--- config.mk ---
export PLATFORM = sky130hd
export DESIGN_NAME = regfile_scoreboard
export DESIGN_NICKNAME = d
export VERILOG_FILES = /design/src/rtl/riscv_pkg.sv /design/src/rtl/sb_counter.sv /design/src/rtl/regfile_scoreboard.sv
export SDC_FILE = /design/constraint.sdc
export NUM_CORES = 2
export LEC_CHECK = 0
export CAP_MARGIN = 20
export CORE_MARGIN = 5
export CORE_UTILIZATION = 40
export DETAILED_ROUTE_END_ITERATION = 7
export PLACE_DENSITY = 0.55
export SLEW_MARGIN = 20
export SYNTH_ARGS = -nofsm -noshare
export SYNTH_HDL_FRONTEND = slang
export SYNTH_HIERARCHICAL = 1
export SYNTH_SLANG_ARGS = --single-unit
--- constraint.sdc ---
create_clock -name clk -period 10 [get_ports clk]
set_input_delay 1 -clock clk [delete_from_list [all_inputs] [get_ports clk]]
set_output_delay 1 -clock clk [all_outputs]
set_load 0.005 [all_outputs]
--- src/rtl/riscv_pkg.sv ---
// Shared integer-core types: register width, register count and address type.
package riscv_pkg;
  localparam int XLEN       = 32;
  localparam int NREGS      = 32;
  localparam int REG_ADDR_W = 5;

  typedef logic [REG_ADDR_W-1:0] reg_addr_t;
  typedef logic [XLEN-1:0]       xlen_t;
endpackage

--- src/rtl/sb_counter.sv ---
// One pending-write counter: increments on issue, drops by 0..2 per cycle
// (writeback retire and execute cancel), clamps at both ends.
module sb_counter #(
  parameter int CNT_W = 2
) (
  input  logic             clk,
  input  logic             rst_n,
  input  logic             inc,
  input  logic [1:0]       dec,
  output logic [CNT_W-1:0] cnt,
  output logic [CNT_W-1:0] eff
);
  localparam logic [CNT_W+1:0] MAXV = {2'b00, {CNT_W{1'b1}}};

  logic [CNT_W+1:0] up;
  logic [CNT_W+1:0] dec_w;
  logic [CNT_W+1:0] nxt;

  // net the events; never go below zero and never wrap past the top
  always_comb begin
    up    = {2'b00, cnt} + {{(CNT_W+1){1'b0}}, inc};
    dec_w = {{CNT_W{1'b0}}, dec};
    nxt   = (up < dec_w) ? '0 : up - dec_w;
    if (nxt > MAXV) nxt = MAXV;
    eff   = (cnt < dec_w[CNT_W-1:0] || dec_w > {2'b00, cnt}) ? '0
          : cnt - dec_w[CNT_W-1:0];
  end

  // counter state
  always_ff @(posedge clk or negedge rst_n) begin
    if (!rst_n) cnt <= '0;
    else        cnt <= nxt[CNT_W-1:0];
  end
endmodule

--- src/rtl/regfile_scoreboard.sv ---
// Decode-side register file with writeback bypass and a per-register
// pending-write scoreboard that raises StallD on read-after-write hazards.
module regfile_scoreboard
  import riscv_pkg::*;
#(
  parameter int CNT_W = 2
) (
  input  logic             clk,
  input  logic             rst_n,
  input  logic [4:0]       A1D,
  input  logic [4:0]       A2D,
  input  logic             UsesRs1D,
  input  logic             UsesRs2D,
  output logic [XLEN-1:0]  RD1D,
  output logic [XLEN-1:0]  RD2D,
  input  logic             IssueD,
  input  logic             RegWriteD,
  input  logic [4:0]       RdD,
  input  logic             CancelE,
  input  logic             RegWriteE,
  input  logic [4:0]       RdE,
  input  logic             RegWriteW,
  input  logic [4:0]       RdW,
  input  logic [XLEN-1:0]  ResultW,
  output logic             StallD,
  output logic [NREGS-1:0] BusyMask
);
  xlen_t [NREGS-1:0]            rf;
  logic  [NREGS-1:0][CNT_W-1:0] cnt;
  logic  [NREGS-1:0][CNT_W-1:0] eff;
  logic  [NREGS-1:0]            inc;
  logic  [NREGS-1:0]            ret_w;
  logic  [NREGS-1:0]            can_e;
  logic  [NREGS-1:0]            eff_nz;
  logic  [NREGS-1:0]            cnt_max;

  // register storage; x0 is never written
  always_ff @(posedge clk or negedge rst_n) begin
    if (!rst_n)                       rf <= '0;
    else if (RegWriteW && RdW != '0)  rf[RdW] <= ResultW;
  end

  // read ports: x0 reads zero, a same-cycle writeback is forwarded,
  // and the ports are held at zero while reset is asserted
  always_comb begin
    RD1D = '0;
    RD2D = '0;
    if (rst_n) begin
      if (A1D == '0)                        RD1D = '0;
      else if (RegWriteW && RdW == A1D)     RD1D = ResultW;
      else                                  RD1D = rf[A1D];
      if (A2D == '0)                        RD2D = '0;
      else if (RegWriteW && RdW == A2D)     RD2D = ResultW;
      else                                  RD2D = rf[A2D];
    end
  end

  // x0 never has a pending write
  assign cnt[0]     = '0;
  assign eff[0]     = '0;
  assign inc[0]     = 1'b0;
  assign ret_w[0]   = 1'b0;
  assign can_e[0]   = 1'b0;
  assign eff_nz[0]  = 1'b0;
  assign cnt_max[0] = 1'b0;

  for (genvar i = 1; i < NREGS; i++) begin : g_sb
    assign inc[i]   = IssueD && !StallD && RegWriteD && (RdD == reg_addr_t'(i));
    assign ret_w[i] = RegWriteW && (RdW == reg_addr_t'(i));
    assign can_e[i] = CancelE && RegWriteE && (RdE == reg_addr_t'(i));

    sb_counter #(.CNT_W(CNT_W)) u_cnt (
      .clk   (clk),
      .rst_n (rst_n),
      .inc   (inc[i]),
      .dec   ({1'b0, ret_w[i]} + {1'b0, can_e[i]}),
      .cnt   (cnt[i]),
      .eff   (eff[i])
    );

    assign eff_nz[i]  = (eff[i] != '0);
    assign cnt_max[i] = (cnt[i] == {CNT_W{1'b1}});
  end

  // hazard stall: a source still waiting on an older writer, or the
  // destination counter already full
  always_comb begin
    StallD = (UsesRs1D && A1D != '0 && eff_nz[A1D])
          || (UsesRs2D && A2D != '0 && eff_nz[A2D])
          || (RegWriteD && RdD != '0 && cnt_max[RdD]);
  end

  // debug view of which registers have writes in flight
  always_comb begin
    for (int i = 0; i < NREGS; i++) BusyMask[i] = (cnt[i] != '0);
  end
endmodule

==> After elaboration in Yosys (flattened, before gate mapping) <==
Index checks and enable logic that the tools add are counted.
Widths: inputs -> output; s select.
{ "op_classes": {"addsub": 124, "order_cmp": 129, "eq_ne": 126, "n_mux": 112, "reduce_logical": 208} }
{ "ops": {"columns": ["op", "count"], "rows": [
  ["$bwmux 1024", 1],
  ["$bmux 32 s5", 2],
  ["$mux 32", 9],
  ["$eq 5x5->1 const B", 48],
  ["$demux 32 s5", 1],
  ["$gt 4x2->1 const B", 31],
  ["$lt 4x2->1", 31],
  ["$mux 2", 62],
  ["$mux 4", 31],
  ["$reduce_bool 2->1", 62],
  ["$sub 4x2->4", 31],
  ["$eq 5x4->1 const B", 24],
  ["$logic_and 1x1->1", 106],
  ["$add 2x1->3", 31],
  ["$add 1x1->2", 31],
  ["$eq 2x2->1 const B", 31],
  ["$gt 2x2->1", 31],
  ["$lt 2x2->1", 31],
  ["$sub 2x2->2", 31],
  ["$eq 5x3->1 const B", 12],
  ["$logic_or 1x1->1", 33],
  ["$eq 5x2->1 const B", 6],
  ["$lt 5x6->1 const B", 4],
  ["$reduce_bool 5->1", 4],
  ["7 further kinds", 15]
]} }
{ "word_totals": {"regBits": 1086, "out_inout_bits": 97, "wordCells": 762} }

==> Depth between registers and ports, before layout <==
{ "depth": {"ltp_word": 21, "ltp_mapped": 23} }

==> Modules after synthesis <==
Netlist, hierarchy kept.
{ "modules_own_cells": {"columns": ["module", "n_inst", "cells_each", "area_per_inst_um2", "seq_area_each_um2"], "rows": [
  ["regfile_scoreboard", 1, 4767, 57194.9, 25624.6],
  ["sb_counter", 31, 22, 239.0, 50.0]
]} }

==> Least setup slack after synthesis <==
OpenSTA, ideal clock, no wires.
{ "synth_timing": {"path_type": "input to register", "startpoint": "in RdW[2]", "endpoint": "reg g_sb[11].u_cnt.cnt[1]", "arrival_ns": 5.995, "t_required_ns": 9.896, "setup_slack_ns": 3.902, "stages": 22, "n_path_buf": 3, "path_cell_list": "clkbuf_1 > nor3b_1 > nand2_1 > inv_1 > buf_1 > ha_1 > ha_1 > fa_1 > nor2_1 > nor2_1 > mux4_2 > o211ai_1 > o2111ai_1 > o21bai_2 > buf_4 > nor4_1 > ha_1 > ha_1 > inv_1 > fa_1 > a21o_1 > a221oi_1"} }
{ "synth_rtl": {"columns": ["element", "line_no", "text"], "rows": [
  ["from (decl)", "regfile_scoreboard.sv:23", "input logic [4:0] RdW,"],
  ["to (signal assigned)", "sb_counter.sv:32", "else cnt <= nxt[CNT_W-1:0];"],
  ["to (decl)", "sb_counter.sv:10", "output logic [CNT_W-1:0] cnt,"]
]} }

==> results.ini <==
[run_status]
outcome = complete, no violations

[worst_setup_path]
max_stage_delay_ns = 0.71
crit_arrival_ns = 6.94
start_kind = input port
crit_slowest_cell = clkdlybuf4s50_1
reg2reg_depth = 17
reg2reg_from = g_sb[7].u_cnt/cnt[0]
cp_cell_sequence = clkdlybuf4s50_1 -> nor3b_1 -> nand2_2 -> buf_4 -> inv_2 -> buf_4 -> ha_1 -> ha_1 -> fa_1 -> nor2_1 -> nor2_1 -> mux4_2 -> nor2_1 -> o2111ai_1 -> o21bai_2 -> buf_4 -> or2_2 -> clkdlybuf4s50_1
crit_type = input port to output port
end_kind = output port
regToRegEndpoint = g_sb[6].u_cnt/cnt[1]
required_ns = 9.00
reg2reg_setup_slack_ns = 4.97
crit_fanout = 34

[cts]
cts_buffers = 121
clock_path_buffers = 3
root_buffer = clkbuf_16
cts_tree = done
post_cts_buffers = 0
clock_latency_ns = 0.76
htree_levels = 3
clock-sinks = 1086
hold_buffers = 0
cts_resized = 0
clk_pin_slew_worst_paths_ns = 0.06

[synthesis]
ys_seq_elements = 1086
syn_nets = 5763
yosysTopAreaCellShare = 0.4207
ys.flop_type = dfrtp_1
synthSimpleGateAreaFrac = 0.1224
ys_types = 71
synth-warning-count = 6
yosys.area_share.adder = 0.05884
synth_top_family_by_area = multiplexers
avgSynthCellArea_sq_um = 11.86
synth.largest_area_cell = dfrtp_1
synth_edf_count = 0
synth_compound_area_frac = 0.03966
synth.area.mux_share = 0.3148
netlist_area_sq_um = 64600
async_flop_share = 1.000
syn_inst = 5449
synth.area.top_cells = dfrtp_1 (42%), mux4_2 (22%), mux2_2 (8.9%), nand2_1 (8.7%), ha_1 (3.0%)
ys_seq_area_frac = 0.4207
synth_xor_area_frac = 0.001356

[placed_design]
port_buffers = 161
place.gp.congestion = 0.8468
place_area_sq_um = 68130
dpl.hpwl_um = 129100

[sta]
fin_worst_skew_ns = 0.05194
final_period_minus_worst_setup_slack_ns = 7.942
tightest_slew_ns = 1.239
setup_viol = 0
slew_headroom = 0.1739
rsz0062_at_grt = false
fin_crit_sh = 0.7942
maxSlewViolCount = 0
setup_tns_ns = 0
final-hold-violation-count = 0
max_clock_freq_mhz = 125.9

[power_and_ir_drop]
vdd_ir_drop_max_mv = 0.1628
p_total_mw = 14.41
power.leakage_nw = 32.41
power_density_nw_per_um2 = 199.3

[hold_path]
min_path_type = input port to asynchronous set/reset pin

[floorplanning]
die_area_sq_um = 169600
core_sq_um = 160600
chipWidth_um = 411.9
initial_core_util = 0.4023
io-pin-count = 163
die_h_um = 411.9
rows = 147

[drt]
drc = 0
postRouteAntennaNets = 0
drt_iter0_drc = 5253
post_drt_via_cell_ratio = 6.103
vias = 46770
drt-wirelength-per-cell_um = 30.36
drt_first_pass_iters = 6
finalWirelength_um = 232600

[finish]
nets = 5709
utilization = 0.4504
num-fill-cells = 14620
fin_area_sq_um = 72310
syn2layout_area_growth_pct = 11.93
drive_gt1_frac = 0.3016

[job]
drv_cap = 0

[grt]
track_usage = 0.2735
grt_pass1_wl_um = 338000
overflow = 0
grt_max_degree = 152
grt_pass1_vias = 47550
antenna_found_initial = 10

==> worst max-delay path by stage <==
stage	from	end	slack, ns
2_1_floorplan	RdW[2]	g_sb[11].u_cnt/cnt[1]	3.90
3_3_place_gp	RdW[4]	g_sb[6].u_cnt/cnt[1]	1.97
3_5_place_dp	RdW[4]	g_sb[10].u_cnt/cnt[1]	1.84
4_1_cts	RdW[4]	StallD	2.12
5_1_grt	RdW[4]	StallD	1.91
6_report	RdW[4]	StallD	2.06
==> through the flow <==
step           worst slack, ns  hold slack (ns)  cells
2_1_floorplan            3.902           0.4413   5449
3_3_place_gp             1.965           0.3764   7429
3_5_place_dp             1.836           0.3833   7430
4_1_cts                  2.118           0.3183   7656
5_1_grt                  1.913           0.3732   7662
6_report                 2.058           0.2961   7664
==> Yosys cell counts, types with 36 or more instances <==
master       n
ha_1       155
nor3_1      38
buf_2      118
o22ai_1     57
a21o_1      62
mux4_2     628
dfrtp_1   1086
mux2_2     512
clkbuf_1   285
o21ai_0     52
fa_1        93
inv_1      176
nor2_1     211
mux2i_1     43
nand2_1   1495
nand3_1     36
==> cells in the final DEF, fill, tap and decap left out, types with 38 or more instances in the layout <==
master / instances
nand2_1: 1477
dfrtp_1: 1086
mux4_2: 628
mux2_2: 512
nor2_1: 195
inv_1: 161
ha_1: 155
clkdlybuf4s50_1: 150
buf_4: 124
clkbuf_16: 122
fa_1: 93
a21o_1: 62
o22ai_1: 57
o21ai_0: 52
mux2i_1: 43
nor3_1: 38
==> final cells by class <==
type	count	area [sq um]	share of cell area
Inverter	177	664.4	0.009188
Multi-Input combinational cell	3716	34900	0.4826
Clock inverter	61	706.9	0.009776
Timing Repair Buffer	293	2713	0.03751
Tap cell	2160	2703	0.03737
Antenna cell	6	15.01	0.0002076
Sequential cell	1086	27180	0.3758
Clock buffer	165	3435	0.04750
==> flip-flops by register name, indices dropped and copies added (netlist names) <==
register and count:
g_sb.u_cnt/cnt 62, rf 1024
==> worst max-delay path, delay by kind of cell <==
kind	cells	cell delay, ns
muxes	1	0.46
buffers and inverters	6	2.56
AOI/OAI and AO/OA	2	0.72
and+or+nand+nor	6	1.17
adders and majority gates	3	1.01
==> power breakdown <==
group | switching, mW | leakage [nW] | total [mW] | internal [mW]
combinational | 1.76 | 16.3 | 3.82 | 2.06
clock | 1.99 | 2.02 | 4.66 | 2.67
sequential | 0.674 | 14.0 | 5.93 | 5.26
total | 4.42 | 32.4 | 14.4 | 9.99
==> layer usage <==
metal | part of all wire | global-route usage
met5 | 0.00051 | 0.002299
met4 | 0.041 | 0.1035
met3 | 0.081 | 0.04969
met2 | 0.47 | 0.4387
met1 | 0.40 | 0.3725
==> kinds of logic (layout without fill, tap and decap cells) <==
family | count (synthesis) | count (layout)
compound gates | 333 | 333
xor+xnor | 10 | 10
buf+inv | 647 | 696
fa+ha+maj | 248 | 248
simple gates | 1941 | 1941
other cells | 1 | 7
flops | 1086 | 1086
mux | 1183 | 1183
(Power assumes the default switching activity.)
